[config.mk]
export PLATFORM = sky130hd
export DESIGN_NAME = nand_sweep
export DESIGN_NICKNAME = d
export VERILOG_FILES = /design/src/rtl/nand_sweep_pkg.sv /design/src/rtl/nand_sweep_nand_n.sv /design/src/rtl/nand_sweep.sv
export SDC_FILE = /design/constraint.sdc
export NUM_CORES = 1
export LEC_CHECK = 0
export ABC_AREA = 1
export CELL_PAD_IN_SITES_DETAIL_PLACEMENT = 0
export CELL_PAD_IN_SITES_GLOBAL_PLACEMENT = 1
export CORE_MARGIN = 10
export CORE_UTILIZATION = 37
export CTS_CLUSTER_DIAMETER = 60
export DETAILED_ROUTE_END_ITERATION = 7
export GPL_ROUTABILITY_DRIVEN = 0
export GPL_TIMING_DRIVEN = 0
export PLACE_DENSITY_LB_ADDON = 0.1
export REMOVE_ABC_BUFFERS = 1
export SLEW_MARGIN = 20
export SYNTH_ARGS = -nofsm -noshare
export SYNTH_HDL_FRONTEND = slang
export SYNTH_SLANG_ARGS = --single-unit
[constraint.sdc]
create_clock -name clk -period 2.1 [get_ports clk]
set_input_delay 0.42 -clock clk [delete_from_list [all_inputs] [get_ports clk]]
set_output_delay 0.42 -clock clk [all_outputs]
set_load 0.1 [all_outputs]
[src/rtl/nand_sweep_pkg.sv]
// nand_sweep_pkg: shared FSM states, limits and golden NAND reference for nand_sweep.
package nand_sweep_pkg;
    typedef enum logic [1:0] {IDLE = 2'd0, RUN = 2'd1, DRAIN = 2'd2, DONE = 2'd3} state_t;
    localparam int LAT_MAX = 8;
    function automatic int num_pat(int n);
        return 1 << n;
    endfunction
    function automatic logic nand_ref(logic [15:0] v, int n);
        logic a;
        a = 1'b1;
        for (int i = 0; i < 16; i++)
            if (i < n) a &= v[i];
        return ~a;
    endfunction
endpackage

[src/rtl/nand_sweep_nand_n.sv]
// nand_n: combinational N-input NAND reduction used as the golden reference.
module nand_n #(
    parameter int N = 3
) (
    input  logic [N-1:0] in,
    output logic         out
);
    assign out = ~&in;
endmodule

[src/rtl/nand_sweep.sv]
// nand_sweep: exhaustive N-input NAND checker with a LAT-cycle compare pipeline.
// Define NAND_SWEEP_FIRST_FAIL_EN to capture the first mismatching pattern.
module nand_sweep
    import nand_sweep_pkg::*;
#(
    parameter int N     = 3,
    parameter int LAT   = 0,
    parameter int ERR_W = 8
) (
    input  logic             clk,
    input  logic             rst,
    input  logic             start,
    output logic [N-1:0]     pattern_o,
    input  logic             dut_out,
    output logic             busy,
    output logic             done,
    output logic [ERR_W-1:0] err_count,
    output logic [N-1:0]     first_fail,
    output logic             first_fail_vld
);
    localparam int NUM_PAT = num_pat(N);
    localparam int CW      = $clog2(LAT_MAX + 1);
    state_t        state;
    logic          expected, miss, last, go;
    logic [N+1:0]  cur, dly;
    logic [CW-1:0] drain_cnt;
    nand_n #(.N(N)) u_nand (.in(pattern_o), .out(expected));
    // {valid, expected, pattern} travels together so a mismatch can name its pattern
    assign cur  = {state == RUN, expected, pattern_o};
    assign last = pattern_o == N'(NUM_PAT - 1);
    assign go   = start && (state == IDLE || state == DONE);
    assign miss = dly[N+1] && (dut_out !== dly[N]);
    assign busy = state == RUN || state == DRAIN;
    assign done = state == DONE;
    generate
        if (LAT == 0) begin : g_nodly
            assign dly = cur;
        end else begin : g_dly
            logic [N+1:0] sr [LAT];
            always_ff @(posedge clk) begin
                if (rst) begin
                    for (int i = 0; i < LAT; i++) sr[i] <= '0;
                end else begin
                    sr[0] <= cur;
                    for (int i = 1; i < LAT; i++) sr[i] <= sr[i-1];
                end
            end
            assign dly = sr[LAT-1];
        end
    endgenerate
    always_ff @(posedge clk) begin
        if (rst) begin
            state     <= IDLE;
            pattern_o <= '0;
            err_count <= '0;
            drain_cnt <= '0;
        end else if (go) begin
            state     <= RUN;
            pattern_o <= '0;
            err_count <= '0;
        end else begin
            if (miss && !(&err_count)) err_count <= err_count + ERR_W'(1);
            if (state == RUN) begin
                pattern_o <= last ? pattern_o : pattern_o + N'(1);
                drain_cnt <= '0;
                if (last) state <= (LAT > 0) ? DRAIN : DONE;
            end else if (state == DRAIN) begin
                drain_cnt <= drain_cnt + CW'(1);
                if (drain_cnt == CW'(LAT - 1)) state <= DONE;
            end
        end
    end
`ifdef NAND_SWEEP_FIRST_FAIL_EN
    always_ff @(posedge clk) begin
        if (rst || go) begin
            first_fail     <= '0;
            first_fail_vld <= 1'b0;
        end else if (miss && !first_fail_vld) begin
            first_fail     <= dly[N-1:0];
            first_fail_vld <= 1'b1;
        end
    end
`else
    logic unused_pat;
    assign unused_pat     = ^dly[N-1:0];
    assign first_fail     = '0;
    assign first_fail_vld = 1'b0;
`endif
endmodule

==> flow_summary.yaml <==
run_status:
  status: "completed"
worst_setup_path:
  critPathArrivalTime_ps: 1630
  path_cells: "clkdlybuf4s15_1"
  worstPathMaxFanout: 7
  end_kind: "output pin"
  start_kind: "register"
  crit_buf_inv: 1
  crit_slowest_cell: "clkdlybuf4s15_1"
  slowest_delay_ps: 870
  rrSetupSlack_ps: 640
  cp_top_family: "buffers and inverters"
  critPathRequiredTime_ps: 1680
  path_class: "register to output pin"
sta:
  timing.fmax_mhz: 489
  period_needed_ps: 2050
  rsz0062_at_grt: "false"
  finalCritPeriodShare: 0.974
  final.setup_skew_ps: 2.89
  final_max_slew_viol_count: 0
  worst_pin_slew_ps: 973
  timing.final.ws_setup_ps: 54.0
  timing.slew.headroom: 0.354
  setup_violations: 0
  hold_violations: 0
flow_run:
  maxCapViolCount: 0
synthesis:
  yosysWarningCount: 0
  synth_top_family_by_area: "simple AND/OR/NAND/NOR gates"
  synthMuxAreaShare: 0
  synth_xor_area_frac: 0.0181
  yosys.area_share.simple: 0.350
  synth_adder_area_share: 0.0903
  ys_ff_latch: 17
  yosys.cell_types.count: 22
  yosysTopAreaCell: "dfxtp_1"
  syn-instance-count: 137
  ys_seq_area_frac: 0.351
  synth.area.top_cells: "dfxtp_1, nand2_1, ha_1"
  synth_top_area_frac: 0.351
  synth-compound-area-share: 0.0903
  syn_area_um2: 970
  postSynthAreaPerCell_um2: 7.08
die:
  die-area_um2: 5070
  io_pins: 21
  fp.coreArea_um2: 2500
  dieHeight_um: 71.2
  rows: 18
  initial_utilization: 0.388
  fp.dieW_um: 71.2
power_and_ir_drop:
  peakVddDrop_mv: 0.366
  p_leak_nw: 0.523
  finalPower_mw: 0.708
  pwr_density_cell_nw_per_um2: 613
global_route:
  grt_pass1_vias: 794
  grt_pass1_wl_um: 3450
  grt_antenna_before_repair: 0
  grt_overflow_total: 0
  grt_max_degree: 11
  grtUsageTotal: 0.0796
detailed_routing:
  drt_iter0_markers: 35
  routed_wl_um: 2010
  ant_nets: 0
  first_pass_iters: 4
  wire_per_inst_um: 10.8
  route.vias.total: 865
  vias_per_cell: 4.65
  drcViolationCount: 0
cts:
  cts_tree: "built"
  cts_setup_buffers: 0
  cts_resized: 18
  clockRootBuffer: "clkbuf_4"
  clk_pin_slew_ps: 100
  clk-insertion-delay-late_ps: 280
  cts_buffers: 3
  cts_hold_buffers: 0
  clock_sinks: 17
  htreeDepth: 1
  clockBufferDepth: 2
place:
  portBuffers: 16
  placed_area_um2: 1150
  dpl_worst_slack_ps: -376
  hpwl_um: 1600
final_layout:
  final_nets: 168
  area_growth_pct: 19.1
  antenna_cells: 0
  layout-drive-gt1-share: 0.109
  design_area_um2: 1150
min_path:
  hp-class: "register to register"
## layer usage
| metal | share of wire | track usage | up-vias |
|---|---|---|---|
| met2 | 0.46 | 0.126 | 13 |
| met4 | 0.0070 | 0.0258 | 0 |
| li1 | - | - | 477 |
| met5 | 0 | 0 | - |
| met1 | 0.47 | 0.0970 | 373 |
| met3 | 0.055 | 0.0279 | 2 |
## final timing paths
path	startpoint	endpoint	cells past startpoint
setup / recovery	err_count[2]	err_count[2]	1
hold / removal	drain_cnt[1]	drain_cnt[1]	2
setup reg to reg	state[0]	err_count[2]	7
hold reg to reg	drain_cnt[1]	drain_cnt[1]	2
## layout by cell type, fill, tap and decap left out
cell type / count
nor3_1: 4
nand2_2: 1
clkbuf_1: 1
a21oi_1: 14
nand2_1: 35
and3_1: 1
nand3_4: 1
nor2_1: 12
clkbuf_4: 4
nand4_1: 1
clkinv_1: 1
a31oi_1: 2
o21ai_1: 1
nor2_4: 2
clkbuf_2: 1
xor2_1: 2
inv_2: 5
clkdlybuf4s50_1: 3
inv_1: 11
clkdlybuf4s15_1: 1
nor2_2: 2
dfxtp_1: 17
nand2_4: 1
conb_1: 4
nand3_1: 12
dlygate4sd2_1: 10
ha_1: 7
## cell type report
type,instances,area [um2]
tap,30,37.5
sequential,17,340
inverter,17,63.8
multi-input combinational,102,547
timing repair buffer,16,140
fill,275,1350
clock buffer,4,26.3
## cells by family after synthesis
group | Yosys count
flops | 17
simple gates | 72
xor+xnor | 2
buf+inv | 21
compound gates | 17
other cells | 1
fa+ha+maj | 7
## synthesized netlist by cell type
master	count
nand2_2	1
nand3_4	1
inv_1	11
nand2_1	35
nand3_1	12
and3_1	1
conb_1	1
inv_2	5
nor2_1	12
nand2_4	1
nor2_2	2
a31oi_1	2
nand4_1	1
clkinv_1	1
nor2_4	2
dfxtp_1	17
o21ai_1	1
nor3_1	4
a21oi_1	14
xor2_1	2
buf_4	4
ha_1	7
## metrics by stage
| step | setup TNS [ps] | hold slack, ps | cells | util |
|---|---|---|---|---|
| 6_report | 0 | 475 | 186 | 0.462 |
| 5_1_grt | 0 | 498 | 186 | 0.462 |
| 4_1_cts | 0 | 482 | 186 | 0.462 |
| 3_5_place_dp | -376 | 467 | 182 | 0.459 |
| 3_3_place_gp | -389 | 460 | 182 | 0.459 |
| 2_1_floorplan | 0 | 445 | 136 | - |
## sequential cells by signal, indices dropped and copies added (netlist names)
name / count
err_count: 8
drain_cnt: 4
pattern_o: 3
state: 2
## power breakdown
group / switching, mW / internal [mW] / leakage (nW)
Combinational: 0.150 / 0.0407 / 0.371
Sequential: 0.0111 / 0.334 / 0.138
Clock: 0.0996 / 0.0737 / 0.0150
Total: 0.260 / 0.448 / 0.523
Power figures use the tool's default switching activity.
